`config.mk`:
```
export PLATFORM = sky130hd
export DESIGN_NAME = msx_slot_expander
export DESIGN_NICKNAME = d
export VERILOG_FILES = /design/src/rtl/msx_slot_pkg.sv /design/src/rtl/msx_slot_expander_io_wr_strobe.sv /design/src/rtl/msx_slot_expander.sv
export SDC_FILE = /design/constraint.sdc
export NUM_CORES = 1
export LEC_CHECK = 0
export BUFFER_PORTS_ARGS = -buffer_cell sky130_fd_sc_hd__buf_4
export CAP_MARGIN = 20
export CORE_MARGIN = 3
export CORE_UTILIZATION = 35
export DETAILED_ROUTE_END_ITERATION = 7
export HOLD_SLACK_MARGIN = 0.05
export PLACE_DENSITY = 0.6
export REMOVE_ABC_BUFFERS = 1
export SLEW_MARGIN = 20
export SYNTH_ARGS = -nofsm -noshare
export SYNTH_HDL_FRONTEND = slang
export SYNTH_HIERARCHICAL = 1
export SYNTH_SLANG_ARGS = --single-unit
```
`constraint.sdc`:
```
create_clock -name clk -period 2.29 [get_ports clk]
set_clock_uncertainty 0.05 [all_clocks]
set_input_delay 0.3435 -clock clk [delete_from_list [all_inputs] [get_ports clk]]
set_output_delay 0.3435 -clock clk [all_outputs]
set_load 0.01 [all_outputs]
```
`src/rtl/msx_slot_pkg.sv`:
```
// msx_slot_pkg: shared constants and types for the MSX primary/sub-slot selector
package msx_slot_pkg;
  localparam logic [7:0]  PORT_PPI_A    = 8'hA8;
  localparam logic [7:0]  PORT_MAP_BASE = 8'hFC;
  localparam logic [15:0] SUBSLOT_ADDR  = 16'hFFFF;
  typedef logic [1:0] page_t;
  typedef struct packed {
    logic [1:0] prim;
    logic [1:0] sub;
  } slot_id_t;
  function automatic logic [1:0] page_field(input logic [7:0] r, input page_t p);
    return r[{p, 1'b0} +: 2];
  endfunction
endpackage

```
`src/rtl/msx_slot_expander_io_wr_strobe.sv`:
```
// io_wr_strobe: one-clock pulse on the first clk a write qualifier is seen true
module io_wr_strobe (
  input  logic clk,
  input  logic reset,
  input  logic qual_i,
  output logic pulse_o
);
  logic qual_q;
  // Held high through reset so a cycle already in flight cannot fire afterwards
  always_ff @(posedge clk) begin
    if (reset) qual_q <= 1'b1;
    else       qual_q <= qual_i;
  end
  assign pulse_o = qual_i & ~qual_q & ~reset;
endmodule

```
`src/rtl/msx_slot_expander.sv`:
```
// msx_slot_expander: PPI A8h slot register, FFFFh sub-slot registers, one-hot slot decode; MSX_MEMMAP_EN adds FCh-FFh RAM mapper
module msx_slot_expander
  import msx_slot_pkg::*;
#(
  parameter logic [3:0] EXPANDED    = 4'b1000,
  parameter int         MAPPER_BITS = 3
) (
  input  logic                   clk,
  input  logic                   reset,
  input  logic [15:0]            addr,
  input  logic [7:0]             d_from_cpu,
  input  logic                   mreq_n,
  input  logic                   iorq_n,
  input  logic                   rd_n,
  input  logic                   wr_n,
  input  logic                   m1_n,
  input  logic                   rfrsh_n,
  output logic [15:0]            slot_sel_n,
  output logic [1:0]             prim_slot,
  output logic [1:0]             sub_slot,
  output logic [7:0]             ppi_a,
  output logic [7:0]             d_out,
  output logic                   d_oe,
  output logic [MAPPER_BITS-1:0] ram_seg
);
  logic [7:0] ppi_q, ppi_d;
  logic [3:0][7:0] sub_q, sub_d;
  logic io_cyc, mem_cyc, ffff_hit, io_stb, mem_stb;
  logic sub_rd, ppi_rd, map_rd;
  logic [7:0] map_rdata;
  logic [1:0] p3;
  page_t page;
  slot_id_t sid;
  assign page     = addr[15:14];
  assign p3       = ppi_q[7:6];
  assign io_cyc   = ~iorq_n & m1_n;
  assign mem_cyc  = ~mreq_n & rfrsh_n;
  assign ffff_hit = (addr == SUBSLOT_ADDR) & EXPANDED[p3];
  io_wr_strobe u_io_stb (
    .clk(clk), .reset(reset), .qual_i(io_cyc & ~wr_n), .pulse_o(io_stb)
  );
  io_wr_strobe u_mem_stb (
    .clk(clk), .reset(reset), .qual_i(mem_cyc & ~wr_n & ffff_hit), .pulse_o(mem_stb)
  );
  always_comb begin
    sid.prim = page_field(ppi_q, page);
    sid.sub  = EXPANDED[sid.prim] ? page_field(sub_q[sid.prim], page) : 2'd0;
  end
  assign prim_slot  = sid.prim;
  assign sub_slot   = sid.sub;
  assign ppi_a      = ppi_q;
  // Accesses to the sub-slot register itself never reach a slot
  assign slot_sel_n = (!mem_cyc || ffff_hit) ? 16'hFFFF : ~(16'd1 << sid);
  always_comb begin
    ppi_d = (io_stb && addr[7:0] == PORT_PPI_A) ? d_from_cpu : ppi_q;
    sub_d = sub_q;
    if (mem_stb) sub_d[p3] = d_from_cpu;
  end
  always_ff @(posedge clk) begin
    if (reset) begin
      ppi_q <= 8'h00;
      sub_q <= '0;
    end else begin
      ppi_q <= ppi_d;
      sub_q <= sub_d;
    end
  end
`ifdef MSX_MEMMAP_EN
  logic [3:0][MAPPER_BITS-1:0] map_q, map_d;
  logic map_hit;
  assign map_hit = addr[7:2] == PORT_MAP_BASE[7:2];
  always_comb begin
    map_d = map_q;
    if (io_stb && map_hit) map_d[addr[1:0]] = d_from_cpu[MAPPER_BITS-1:0];
  end
  always_ff @(posedge clk) begin
    if (reset) map_q <= {MAPPER_BITS'(0), MAPPER_BITS'(1), MAPPER_BITS'(2), MAPPER_BITS'(3)};
    else       map_q <= map_d;
  end
  assign map_rd    = io_cyc & ~rd_n & map_hit;
  assign map_rdata = (8'hFF << MAPPER_BITS) | 8'(map_q[addr[1:0]]);
  assign ram_seg   = map_q[page];
`else
  assign map_rd    = 1'b0;
  assign map_rdata = 8'hFF;
  assign ram_seg   = '0;
`endif
  assign sub_rd = mem_cyc & ~rd_n & ffff_hit;
  assign ppi_rd = io_cyc & ~rd_n & (addr[7:0] == PORT_PPI_A);
  assign d_oe   = sub_rd | ppi_rd | map_rd;
  assign d_out  = sub_rd ? ~sub_q[p3] : ppi_rd ? ppi_q : map_rd ? map_rdata : 8'hFF;
endmodule

```
* Word level (Yosys, flattened, before mapping)
Index checks and enable logic that the tools add are counted.
Cells by class: add/subtract/negate cells 0, multiply operators 0, divide/modulo/power cells 0, magnitude comparators 3, equal/unequal tests 2, shifts and indexed selects 3, mux-type cells 15, bitwise logic cells 24, reductions and logical operators 4
Operator list (number):
- 2-to-1 mux 8 bit | 5
- binary-select mux 8 bit (select 2 bit) | 2
- bitwise mux 32 bit | 1
- demux 8 bit (select 2 bit) | 1
- == test 16 bit, second input constant | 1
- 2-to-1 mux 16 bit | 1
- NOT 16 bit | 1
- variable part select 8 x 4 -> 2 bit | 2
- << shifter 1 x 4 -> 16 bit, first input constant | 1
- AND 1 bit | 14
- == test 8 bit, second input constant | 1
- NOT 8 bit | 1
- NOT 1 bit | 7
- < comparator 2 x 3 -> 1 bit, second input constant | 2
- binary-select mux 1 bit (select 2 bit) | 2
- greater-or-equal comparator 2 x 1 -> 1 bit, second input constant | 1
- logical AND 1 bit | 2
- 2-to-1 mux 1 bit | 2
- 2-to-1 mux 2 bit | 1
- zero test 1 bit | 1
- logical OR 1 bit | 1
- OR 1 bit | 1
Storage, ports and cells: register bits 42, bits in latches 0, memory bits (writable) 0, bits in read-only memories 0, output and inout port bits 40, memories 0

* Logic depth before layout (Yosys ltp)
depth after elaboration 8, depth in mapped cells 10, gate-level depth less buffers 8

* By module
Netlist, hierarchy kept.
By module, submodules not included:
- msx_slot_expander | instances 1, cells each 264, area an instance 2456.1 sq um, sequential area each 800.8 sq um
- io_wr_strobe | instances 2, cells each 3, area an instance 38.8 sq um, sequential area each 20.0 sq um

* Worst setup path after synthesis
No wires, ideal clock.
path kind flip-flop to flip-flop, start point reg ppi_q[7] (netlist: ppi_a[7]), end point reg sub_q[0] (netlist bit), setup time 0.128 ns, data arrival time 2.410 ns, required time 2.112 ns, slack -0.297 ns, cell stages (with the launch flop) 10, clock period less this slack 2.587 ns, cells stage by stage dfxtp_1 buf_4 nand4_1 or4_4 nor4_1 nor3b_2 nor3b_1 buf_1 mux2i_1 nor2_1
Between the ends: cells in the longest elaborated chain, start to end 6, elaborated cells on any way between the ends 12, those cells by class 2 x order compare; 5 x mux; 4 x bitwise; 1 x reduce/logical
Ends and longest elaborated chain:
- start: declaration | line msx_slot_expander.sv:26 | logic [7:0] ppi_q, ppi_d;
- start signal: assignment | line msx_slot_expander.sv:64 | ppi_q <= ppi_d;
- binary-select mux 1 bit (select 2 bit) | line msx_slot_expander.sv:38 | assign ffff_hit = (addr == SUBSLOT_ADDR) & EXPANDED[p3];
- 2-to-1 mux 1 bit (not written as such) | line msx_slot_expander.sv:38
- AND 1 bit | line msx_slot_expander.sv:38
- AND 1 bit | line msx_slot_expander.sv:43 | .clk(clk), .reset(reset), .qual_i(mem_cyc & ~wr_n & ffff_hit), .pulse_o(mem_stb)
- AND 1 bit (2 in series) | line msx_slot_expander_io_wr_strobe.sv:14 | assign pulse_o = qual_i & ~qual_q & ~reset;
- named net mem_stb | line msx_slot_expander.sv:28 | logic io_cyc, mem_cyc, ffff_hit, io_stb, mem_stb;
- end signal: assignment | line msx_slot_expander.sv:65 | sub_q <= sub_d;
- end: declaration | line msx_slot_expander.sv:27 | logic [3:0][7:0] sub_q, sub_d;
The timed path passes the listed nets, and every way through them passes these cells. The select of a mux whose other input is x is not followed. A chain may end at the register's enable or synchronous reset.

* Worst setup path after layout
start point reg ppi_q[7] (netlist: ppi_a[7]), end point out slot_sel_n[15]
Between the ends: cells in the longest elaborated chain, start to end 8, elaborated cells on any way between the ends 14, those cells by class 3 x shift; 8 x mux; 2 x bitwise; 1 x reduce/logical
Ends and longest elaborated chain:
- variable part select 8 x 4 -> 2 bit | line msx_slot_pkg.sv:12 | return r[{p, 1'b0} +: 2];
- binary-select mux 8 bit (select 2 bit) | line msx_slot_expander.sv:47 | sid.sub = EXPANDED[sid.prim] ? page_field(sub_q[sid.prim], page) : 2'd0;
- 2-to-1 mux 8 bit (not written as such) | line msx_slot_expander.sv:47
- variable part select 8 x 4 -> 2 bit | line msx_slot_pkg.sv:12
- 2-to-1 mux 2 bit | line msx_slot_expander.sv:47
- << shifter 1 x 4 -> 16 bit | line msx_slot_expander.sv:53 | assign slot_sel_n = (!mem_cyc || ffff_hit) ? 16'hFFFF : ~(16'd1 << sid);
- NOT 16 bit | line msx_slot_expander.sv:53
- 2-to-1 mux 16 bit * | line msx_slot_expander.sv:53
- end: declaration | line msx_slot_expander.sv:18 | output logic [15:0] slot_sel_n,
Every way passes the cells marked *; elsewhere a longest branch is shown, timed or not. The select of a mux whose other input is x is not followed.

==> reports/results.ini <==
[layout]
layout-drive-gt1-share_pct=42.28
fin_util_pct=52.72
final_cells=465
syn2layout_area_growth_pct=43.70
nNetsFinal=400
diodes=0
final_area_um2=3641
nFillCells=632

[worst_setup_path]
crit_type=register to primary output
endpoint_kind=primary output
crit_arrival_ps=2390
r2r_end=sub_q[5]
startpoint_type=register
ff2ff_setup_slack_ps=-340
critPathRequiredTime_ps=1900
rr_worst_depth=10
r2r-start=ppi_a[7]
crit_fanout=4

[cts]
clkTransAtPathRegs_ps=80
cts_buffer_depth=2
clkLatencyLatePin_ps=300
root_buffer=clkbuf_8
numCtsBuffers=5
cts_tree=done
cts_sinks=42
cts_hold_buf=0
htree_levels=2

[pwr]
p_sw_share_pct=23.65
p_clk_share_pct=36.3
switchingPower_uw=321.5
internal-power_uw=1038
pwr-share-comb_pct=9.9
pwr_density_cell_nw_per_um2=373.3
leakage_uw=0.001688
seq_power_share_pct=53.8
ir_worst_vdd_uv=186.6

[logic_synthesis]
ys_warn_count=6
synth_top_area_share_pct=33.19
synth_top_area_cell=dfxtp_1
netlist_top_cells_area=dfxtp_1, mux2i_1, mux4_2
synth.mux.area_fraction_pct=31.31
synthSimpleGateAreaFrac_pct=18.17
synth_compound_area_share_pct=8.296
ys_seq_elements=42
yosysSeqAreaShare_pct=33.19
yosysUniqueCellTypes=45
synth_xor_area_share_pct=0
synth_fa_ha_area_share_pct=0
synth.avg_cell_area_um2=9.384
synth_cells=270
netlist_area_um2=2534
synth_top_family_by_area=multiplexers

[sta]
rsz0062_at_grt=yes
finalSetupViolCount=48
worst_slack_ps=-494.0
fmax_mhz=359.2
fin_crit_sh_pct=121.6
hold_viol=0
fin_crit_ps=2784
fin_hold_ws_ps=264.4
final_max_slew_viol_count=0

[placement]
gp_congestion=0.8703
dpl_cell_area_um2=3263
io_buffer_count=59
post-dp-hpwl_mm=5.617
pre_cts_ws_ps=-340.4
dp_cells=446

[floorplanning]
die_width_um=91.08
coreArea_um2=6907
die_h_um=91.08
start_util_pct=36.68
ios=72
fp.dieArea_um2=8296
rows=30

[run_status]
status=complete, but fails checks
violations=setup timing

[worst_hold_path]
hold_path_startpoint=d_from_cpu[2]
min_path_type=primary input to register
hold_depth=3
min_to=sub_q[2]

[global_route]
grt_pass1_wl_mm=11.72
overflow=0
grt_max_degree=43
grt_usage_pct=17.87
grt_pass1_vias=2228
antenna_found_initial=0

[detailed_routing]
ant_nets=0
routed_wl_mm=7.620
wl_per_cell_um=16.39
viasPerCell=5.024
route.detailed.drc=0
vias=2336
first_iter_violations=113
detail_route.first_pass.iterations=4

[run]
drv_cap=0

[worst max-delay path by stage]
stage,start,endpoint,depth (start not counted)
6_report,ppi_a[7],slot_sel_n[15],6
3_3_place_gp,ppi_a[7],sub_q[6],9
2_1_floorplan,ppi_a[6],sub_q[0],7
4_1_cts,ppi_a[7],slot_sel_n[15],7
5_1_grt,ppi_a[6],slot_sel_n[15],7
3_5_place_dp,addr[14],slot_sel_n[15],7
[cells by family after synthesis]
family | after synthesis
buf+inv | 39
other cells | 2
compound gates | 28
simple gates | 95
flops | 42
mux | 64
[per-stage QoR]
stage	total power (uW)	TNS (ps)
CTS	1364	-9402
global placement	871.3	-11020
floorplan	783.1	-27060
detailed placement	872.7	-11050
global route	1412	-18730
finish	1359	-13960
[cells in the final DEF (no fill, tap or decap), types with 5 or more instances in the layout]
master / count
buf_4: 88
buf_6: 20
clkbuf_8: 6
conb_1: 12
dfxtp_1: 37
inv_1: 10
mux2_2: 5
mux2i_1: 45
mux4_2: 10
nand2_1: 11
nor2_1: 51
o22a_1: 8
[power by group through the flow]
stage               Clock (uW)  Combinational (uW)  Sequential, uW
global route               536                 145             731
finish                     494                 134             731
floorplan                    0                33.4             750
detailed placement           0                 123             750
global placement             0                 122             750
CTS                        503                 130             731
[sequential cells by signal, indices dropped and copies added (netlist names)]
name and cells:
u_mem_stb/qual_q 1, sub_q 32, u_io_stb/qual_q 1, ppi_a 8
[synthesized netlist by cell type (all sizes together)]
cell type   n
nand3       3
or3         1
mux2        6
o22a        8
mux4       10
nor4        1
buf        21
o32a        1
nand4b      1
nand2      12
nand3b      2
a21oi       3
o211ai      2
o21ai       5
o21bai      1
o311ai      1
or4         3
dfxtp      42
nor2       51
clkbuf      8
nor3        1
o31ai       1
inv        10
or2         2
a22o        1
nor2b       4
o21a        1
a211oi      1
a2111o      1
nor3b       5
o32ai       1
mux2i      48
conb        2
and2        1
nand2b      4
nand4       4
o22ai       1
[worst max-delay path: stages (launching register included)]
cell and delay [ps]:
dfxtp_4 370, mux4_2 520, buf_6 160, mux2_4 300
o32a_4 200, a2111o_1 400, buf_6 140
[layout make-up]
class | count | area, um^2 | area share [%]
Multi-Input combinational cell | 199 | 1619 | 44.47
Timing Repair Buffer | 110 | 920.9 | 25.29
Sequential cell | 42 | 852.1 | 23.40
Tap cell | 96 | 120.1 | 3.299
Clock buffer | 7 | 86.33 | 2.371
Inverter | 10 | 37.54 | 1.031
Clock inverter | 1 | 5.005 | 0.1375
[layer usage]
metal,GRT usage (%),wire (um),vias to the layer above
li1,-,-,1129
met3,5.717,595,11
met5,0,0,-
met1,23.86,3468,1107
met4,4.146,72,0
met2,28.14,3483,89
[what timing repair did]
action | CTS | global route
buffers inserted | 2 | 9
cloned | 1 | 0
setup endpoints to repair | 50 | 50
pin swaps | 7 | 5
resized for setup | 28 | 26
Power figures use the tool's default switching activity.
